### src/rtl/gpio_pkg.sv
// Shared constants and helpers for the switch/LED I/O block.
package gpio_pkg;

  localparam logic [1:0] LED_STATIC    = 2'd0;
  localparam logic [1:0] LED_FOLLOW    = 2'd1;
  localparam logic [1:0] LED_BLINK     = 2'd2;
  localparam logic [1:0] LED_BLINK_EVT = 2'd3;

  // Width of a counter that must hold values 0..max_count without wrapping.
  function automatic int unsigned cnt_width(input int unsigned max_count);
    return $clog2(max_count) + 32'd1;
  endfunction

endpackage

### src/rtl/gpio_debounce.sv
// One switch channel: input synchroniser, stable-cycle debounce counter,
// accepted level and registered rise/fall pulses.
module gpio_debounce
  import gpio_pkg::*;
#(
  parameter int unsigned SYNC_STAGES     = 2,
  parameter int unsigned DEBOUNCE_CYCLES = 100000
) (
  input  logic clk_i,
  input  logic rst_i,
  input  logic sw_i,
  output logic state_o,
  output logic rise_o,
  output logic fall_o
);

  localparam int unsigned       CW       = cnt_width(DEBOUNCE_CYCLES);
  localparam logic [CW-1:0]     CNT_LAST = CW'(DEBOUNCE_CYCLES - 32'd1);

  logic [SYNC_STAGES-1:0] sync_q;
  logic [CW-1:0]          cnt_q, cnt_d;
  logic                   state_q, state_d;
  logic                   rise_q, fall_q;
  logic                   synced;

  assign synced = sync_q[SYNC_STAGES-1];

  // Count consecutive cycles the synchronised level disagrees with the state.
  always_comb begin
    cnt_d   = cnt_q;
    state_d = state_q;
    if (synced == state_q) begin
      cnt_d = '0;
    end else if (cnt_q == CNT_LAST) begin
      state_d = synced;
      cnt_d   = '0;
    end else begin
      cnt_d = cnt_q + 1'b1;
    end
  end

  // Pulses are derived from state_d so they coincide with the new level.
  always_ff @(posedge clk_i or posedge rst_i) begin
    if (rst_i) begin
      sync_q  <= '0;
      cnt_q   <= '0;
      state_q <= 1'b0;
      rise_q  <= 1'b0;
      fall_q  <= 1'b0;
    end else begin
      sync_q  <= {sync_q[SYNC_STAGES-2:0], sw_i};
      cnt_q   <= cnt_d;
      state_q <= state_d;
      rise_q  <= state_d & ~state_q;
      fall_q  <= ~state_d & state_q;
    end
  end

  assign state_o = state_q;
  assign rise_o  = rise_q;
  assign fall_o  = fall_q;

endmodule

### src/rtl/gpio_io_ctrl.sv
// Board switch/LED path: debounced switches with edge pulses and sticky
// events, plus per-channel LED drive (static, follow, blink, blink-on-event).
module gpio_io_ctrl
  import gpio_pkg::*;
#(
  parameter int unsigned NUM_CH            = 4,
  parameter int unsigned SYNC_STAGES       = 2,
  parameter int unsigned DEBOUNCE_CYCLES   = 100000,
  parameter int unsigned BLINK_HALF_PERIOD = 25000000
) (
  input  logic                  SYSTEMCLOCK,
  input  logic                  PUSH_BUTTON_RESET_RAW,
  input  logic [NUM_CH-1:0]     gpio_switch,
  input  logic [NUM_CH-1:0]     event_clear,
  input  logic [2*NUM_CH-1:0]   led_mode,
  input  logic [NUM_CH-1:0]     led_value,
  output logic [NUM_CH-1:0]     sw_state,
  output logic [NUM_CH-1:0]     sw_rise,
  output logic [NUM_CH-1:0]     sw_fall,
  output logic [NUM_CH-1:0]     sw_event,
  output logic [NUM_CH-1:0]     gpio_led
);

  if (NUM_CH < 32'd1 || NUM_CH > 32'd32) begin : g_bad_num_ch
    $error("gpio_io_ctrl: NUM_CH must be within 1..32");
  end
  if (SYNC_STAGES < 32'd2) begin : g_bad_sync
    $error("gpio_io_ctrl: SYNC_STAGES must be >= 2");
  end
  if (DEBOUNCE_CYCLES < 32'd1) begin : g_bad_debounce
    $error("gpio_io_ctrl: DEBOUNCE_CYCLES must be >= 1");
  end
  if (BLINK_HALF_PERIOD < 32'd1) begin : g_bad_blink
    $error("gpio_io_ctrl: BLINK_HALF_PERIOD must be >= 1");
  end

  localparam int unsigned   BW         = cnt_width(BLINK_HALF_PERIOD);
  localparam logic [BW-1:0] BLINK_LAST = BW'(BLINK_HALF_PERIOD - 32'd1);

  logic [1:0]        rst_sync_q;
  logic              rst_int;
  logic [BW-1:0]     blink_cnt_q;
  logic              phase_q;
  logic [NUM_CH-1:0] event_q, event_d;
  logic [NUM_CH-1:0] led_q, led_d;

  // Assert immediately, release only after two clean clock edges.
  always_ff @(posedge SYSTEMCLOCK or posedge PUSH_BUTTON_RESET_RAW) begin
    if (PUSH_BUTTON_RESET_RAW) begin
      rst_sync_q <= 2'b11;
    end else begin
      rst_sync_q <= {rst_sync_q[0], 1'b0};
    end
  end

  assign rst_int = rst_sync_q[1];

  for (genvar i = 0; i < NUM_CH; i++) begin : g_ch
    gpio_debounce #(
      .SYNC_STAGES     (SYNC_STAGES),
      .DEBOUNCE_CYCLES (DEBOUNCE_CYCLES)
    ) u_debounce (
      .clk_i   (SYSTEMCLOCK),
      .rst_i   (rst_int),
      .sw_i    (gpio_switch[i]),
      .state_o (sw_state[i]),
      .rise_o  (sw_rise[i]),
      .fall_o  (sw_fall[i])
    );
  end

  // Sticky events (a new edge beats a simultaneous clear) and LED selection.
  always_comb begin
    event_d = (event_q & ~event_clear) | sw_rise | sw_fall;
    led_d   = '0;
    for (int i = 0; i < NUM_CH; i++) begin
      case (led_mode[2*i +: 2])
        LED_STATIC:    led_d[i] = led_value[i];
        LED_FOLLOW:    led_d[i] = sw_state[i];
        LED_BLINK:     led_d[i] = phase_q;
        LED_BLINK_EVT: led_d[i] = phase_q & event_q[i];
        default:       led_d[i] = 1'b0;
      endcase
    end
  end

  // Shared blink timebase keeps every blinking channel in phase.
  always_ff @(posedge SYSTEMCLOCK or posedge rst_int) begin
    if (rst_int) begin
      blink_cnt_q <= '0;
      phase_q     <= 1'b0;
      event_q     <= '0;
      led_q       <= '0;
    end else begin
      if (blink_cnt_q == BLINK_LAST) begin
        blink_cnt_q <= '0;
        phase_q     <= ~phase_q;
      end else begin
        blink_cnt_q <= blink_cnt_q + 1'b1;
      end
      event_q <= event_d;
      led_q   <= led_d;
    end
  end

  assign sw_event = event_q;
  assign gpio_led = led_q;

endmodule
### config.mk
export PLATFORM = sky130hd
export DESIGN_NAME = gpio_io_ctrl
export DESIGN_NICKNAME = d
export VERILOG_FILES = /design/src/rtl/gpio_pkg.sv /design/src/rtl/gpio_debounce.sv /design/src/rtl/gpio_io_ctrl.sv
export SDC_FILE = /design/constraint.sdc
export NUM_CORES = 1
export LEC_CHECK = 0
export ABC_CLOCK_PERIOD_IN_PS = 4600
export BUFFER_PORTS_ARGS = -buffer_cell sky130_fd_sc_hd__buf_2
export CAP_MARGIN = 0
export CORE_MARGIN = 4
export CORE_UTILIZATION = 60
export DETAILED_ROUTE_END_ITERATION = 7
export PLACE_DENSITY = 0.9
export SLEW_MARGIN = 20
export SYNTH_ARGS = -nofsm -noshare
export SYNTH_HDL_FRONTEND = slang
export SYNTH_SLANG_ARGS = --single-unit
### constraint.sdc
create_clock -name SYSTEMCLOCK -period 4.6 [get_ports SYSTEMCLOCK]
set_input_delay 1.38 -clock SYSTEMCLOCK [delete_from_list [all_inputs] [get_ports SYSTEMCLOCK]]
set_output_delay 1.38 -clock SYSTEMCLOCK [all_outputs]
set_load 0.01 [all_outputs]
# == After elaboration in Yosys (flattened, before gate mapping) ==
# Index checks and enable logic that the tools add are counted.
# totals
out_inout_bits,20
ff_bits,129
inputBits,22
# classes
add_sub_neg,5
bitwise,25
n_eq_ne,21
mux,21
n_reduce_logical,4
# ops
operator,n
$mux W18,8
$add A18 B1 Y18 const B,4
$eq A18 B17 Y1 const B,4
$add A26 B1 Y26 const B,1
$eq A26 B25 Y1 const B,1
$mux W26,1
$eq A2 B2 Y1 const B,8
$pmux W1 S4,4
$and A1 B1 Y1,12
$not A1 Y1,9
$eq A2 B1 Y1 const B,4
$logic_not A2 Y1,4
$mux W1,8
$or A4 B4 Y4,2
$and A4 B4 Y4,1
$eq A1 B1 Y1,4
$not A4 Y4,1

# == Depth between registers and ports, before layout ==
# depth
word_depth,5
mapped_depth,7

# == Hierarchy ==
# Synthesis repeated with hierarchy kept, for this count alone.
# unflattened
hier_cells,578
hier_area_um2,6207.2
# modules_own_cells
module,n_inst,seq_area_each_um2,area_each_um2,cells_each
gpio_debounce,4,575.6,1119.8,104
gpio_io_ctrl,1,928.4,1727.9,162

# == Worst setup path before layout ==
# Ideal clock, no wire load.
# synth_timing
path_type,register to register
startpoint,reg blink_cnt_q[0]
endpoint,reg blink_cnt_q[22]
path_stages_with_launch,7
t_arrival_ns,1.897
required_ns,4.522
slack_ns,2.624
setup_time_ns,0.078
n_path_buf,1
cell_sequence,dfrtp_1 -> ha_1 -> nand4_1 -> or3_1 -> buf_2 -> or4_1 -> a21oi_1
# synth_between
elab_chain_cells,2
elab_cells_between_ends,3
# synth_lines
item,line,source
from (decl),gpio_io_ctrl.sv:42,logic [BW-1:0] blink_cnt_q;
from (signal assigned),gpio_io_ctrl.sv:99,blink_cnt_q <= blink_cnt_q + 1'b1;
$add A26 B1 Y26 or $eq A26 B25 Y1 (tied branches),"gpio_io_ctrl.sv:99, gpio_io_ctrl.sv:95",
$mux W26 *,gpio_io_ctrl.sv:95,if (blink_cnt_q == BLINK_LAST) begin
# Mark *: on every way between the ends. The rest lies on a longest branch, timed or not.
# A chain may end at the register's enable or synchronous reset.

# == Worst setup path after layout ==
# layout_timing
startpoint,reg g_ch[0].u_debounce.state_q
endpoint,out sw_state[0]
# layout_lines
item,line,source
from (decl),gpio_debounce.sv:22,"logic state_q, state_d;"
from (signal assigned),gpio_debounce.sv:53,state_q <= state_d;
to (decl),gpio_io_ctrl.sv:17,"output logic [NUM_CH-1:0] sw_state,"
# No word-level cell between the ends.

==> results.ini <==
[status]
status = completed

[placement]
dp_hpwl_mm = 8.204
portBuffers = 41
place_congestion = 0.8575
post-place-ws_ps = 2395

[sta]
finalSetupViolations = 0
slew_violations = 0
fmax_mhz = 389.5
final.min_clock_period_ps = 2567
hold_violations = 0
relSlewSlack_pct = 32.14
finalSetupTns_ps = 0
finalClockSkew_ps = 8.386
rsz0062_at_grt = no
worstMarginPinSlew_ps = 1009
finalCritPeriodShare_pct = 55.81
finalWorstSetupSlack_ps = 2033

[route]
ant_nets = 0
dr.first_iter.drc_count = 337
viasPerCell = 5.972
routed_wirelength_mm = 12.51
vias = 4533
firstDrtPassIters = 4
post_drt_wl_per_cell_um = 16.49
drc = 0

[setup_path]
start_kind = flop
worstPathRequired_ps = 3220
end_kind = output pin
cp.arrival_ps = 1190
path_cells = buf_2
crit_slowest_cell = dfrtp_1
criticalPathCategory = reg2out
reg2reg_from = blink_cnt_q[0]
slowest_delay_ps = 470
path_buf_inv = 1
crit_start = g_ch[0].u_debounce.state_o
worstPathMaxFanout = 6
critical_path.top_delay_family = flip-flops

[logic_synthesis]
ys.flop_type = dfrtp_1
synth_area_leaders = dfrtp_1 53%, xnor2_1 5.7%, xor2_1 5.4%
syn_nets = 611
yosysWarnings = 0
yosys_register_bits = 129
syn_area_um2 = 6002
syn_inst = 584
synth_edf_count = 0
yosysTopAreaCellShare_pct = 52.95
async_flop_share_pct = 100.0
synth.largest_area_cell = dfrtp_1
synth-seq-area-share_pct = 53.83
syn_avg_cell_area_um2 = 10.28
yosysUniqueCellTypes = 36

[clock_tree]
cts_sinks = 129
cts_tree = done
root_buffer = clkbuf_8
cts_buffer_depth = 2
numCtsBuffers = 17
cts_resized = 0
hold_buffers = 0
post_cts_buffers = 0
ctsHtreeMaxLevel = 4
insertion_delay_ps = 530
clk_pin_slew_ps = 60

[die]
ios = 42
start_util_pct = 61.41
die_w_um = 108.0
core_um2 = 9774
dieArea_um2 = 11670
rows = 36
die_y_um = 108.0

[power]
p_leak_nw = 2.987
cellPowerDensity_nw_per_um2 = 380.7
p_comb_share_pct = 2.6
seqPwrFrac_pct = 44.9
intPower_mw = 2.041
switching_share_pct = 21.43
ir_drop_v = 0.0002529
total_power_mw = 2.597
netSwitchingPower_mw = 0.5566
clockPowerShare_pct = 52.5

[grt]
grt_max_degree = 82
grt_pass1_wl_mm = 20.98
grt_pass1_vias = 4542
grt_antenna_before_repair = 0
grt_overflow_total = 0
grtUsageTotal_pct = 22.98

[hold_path]
hold_class = reg2reg
hold_path.startpoint = g_ch[2].u_debounce.sync_q[0]

[final_layout]
antenna_cells = 0
drive_above_1_share_pct = 13.90
nNetsFinal = 640
areaGrowthSynthToFinish_pct = 13.68

[job]
maxCapViolCount = 0

-- power groups by stage --
stage	clock, mW	combinational, mW	sequential, mW
after detailed placement	0	0.0698	1.19
after global routing	1.44	0.0803	1.17
after floorplan	0	0.0469	1.18
final	1.36	0.0686	1.17
after CTS	1.38	0.0704	1.17
after global placement	0	0.0670	1.18
-- metrics by stage --
| step | utilization [%] | std cells | hold slack [ps] | cell area (um^2) |
|---|---|---|---|---|
| 2_1_floorplan | - | 584 | 331.2 | 6002 |
| 3_3_place_gp | 63.53 | 727 | 332.5 | 6210 |
| 3_5_place_dp | 63.53 | 727 | 338.1 | 6210 |
| 4_1_cts | 69.80 | 759 | 352.1 | 6823 |
| 5_1_grt | 69.80 | 759 | 351.1 | 6823 |
| 6_report | 69.80 | 759 | 348.6 | 6823 |
-- registers in the layout (all words and copies together) (netlist names) --
| register | cells |
|---|---|
| g_ch.u_debounce.cnt_q | 72 |
| blink_cnt_q | 26 |
| g_ch.u_debounce.sync_q | 8 |
| g_ch.u_debounce.fall_o | 4 |
| g_ch.u_debounce.rise_o | 4 |
| g_ch.u_debounce.state_o | 4 |
| gpio_led | 4 |
| sw_event | 4 |
| rst_sync_q | 2 |
| phase_q | 1 |
-- worst paths after layout --
kind	end	slack [ps]	cells past startpoint
max	sw_state[0]	2030	1
min	g_ch[2].u_debounce.sync_q[1]	350	0
max reg2reg	phase_q	2180	5
min reg2reg	g_ch[2].u_debounce.sync_q[1]	350	0
max in group asynchronous	blink_cnt_q[21]	2940	2
min in group asynchronous	g_ch[3].u_debounce.cnt_q[3]	480	1
-- final cells by class --
class                   count  area [um^2]
clock inverters            12        157.7
multi-input cells         403         2519
fillers                   647         2952
flip-flops and latches    129         3231
clock buffers              20        455.4
well taps                 133        166.4
inverters                  19        73.82
repair buffers             43        220.2
-- cell families (layout without fill, tap and decap cells) --
group	after synthesis	in the layout	synth area share [%]
and+or+nand+nor	267	267	23.62
DFF	129	129	53.83
xor gates and xnor gates	76	76	11.09
buffers and inverters	52	94	4.211
AOI/OAI and AO/OA	46	46	4.732
muxes	8	8	1.418
adders and majority gates	5	5	1.042
other	1	1	0.06248
-- cells in the final DEF, fill, tap and decap left out, types with 3 or more instances in the layout --
| cell | instances |
|---|---|
| xor2_1 | 37 |
| mux2_2 | 4 |
| nand3_1 | 34 |
| or3_1 | 9 |
| nor2_1 | 82 |
| nor4_1 | 15 |
| or4_1 | 14 |
| mux2i_1 | 4 |
| ha_1 | 5 |
| a21oi_1 | 17 |
| clkbuf_8 | 4 |
| buf_2 | 41 |
| nor3_1 | 20 |
| nor3b_1 | 8 |
| bufinv_16 | 3 |
| inv_1 | 18 |
| a41o_1 | 4 |
| xnor2_1 | 39 |
| nand4_1 | 28 |
| clkbuf_16 | 16 |
| nand2_1 | 30 |
| dfrtp_1 | 127 |
| and3_1 | 6 |
| and4_1 | 13 |
| clkinvlp_4 | 6 |
| o31ai_1 | 6 |
| o21ai_0 | 14 |
| a221oi_1 | 4 |
-- synth_stat cells (6+ instances only) --
master and instances:
and4_1 13, nor3_1 20, nand2_1 30, inv_1 19, buf_2 10, buf_4 12
or4_1 14, clkbuf_1 11, nand3_1 34, o21ai_0 14, nor2_1 82, o31ai_1 6
a21oi_1 17, xor2_1 37, nor3b_1 8, dfrtp_1 127, xnor2_1 39, nand4_1 28
nor4_1 15, and3_1 6, or3_1 9
-- routing by layer --
metal,share of wire (%),GRT usage (%)
met2,51,38.99
met4,1.9,9.648
met5,0,0
met1,42,28.31
met3,5.3,5.493
Power figures use the tool's default switching activity.
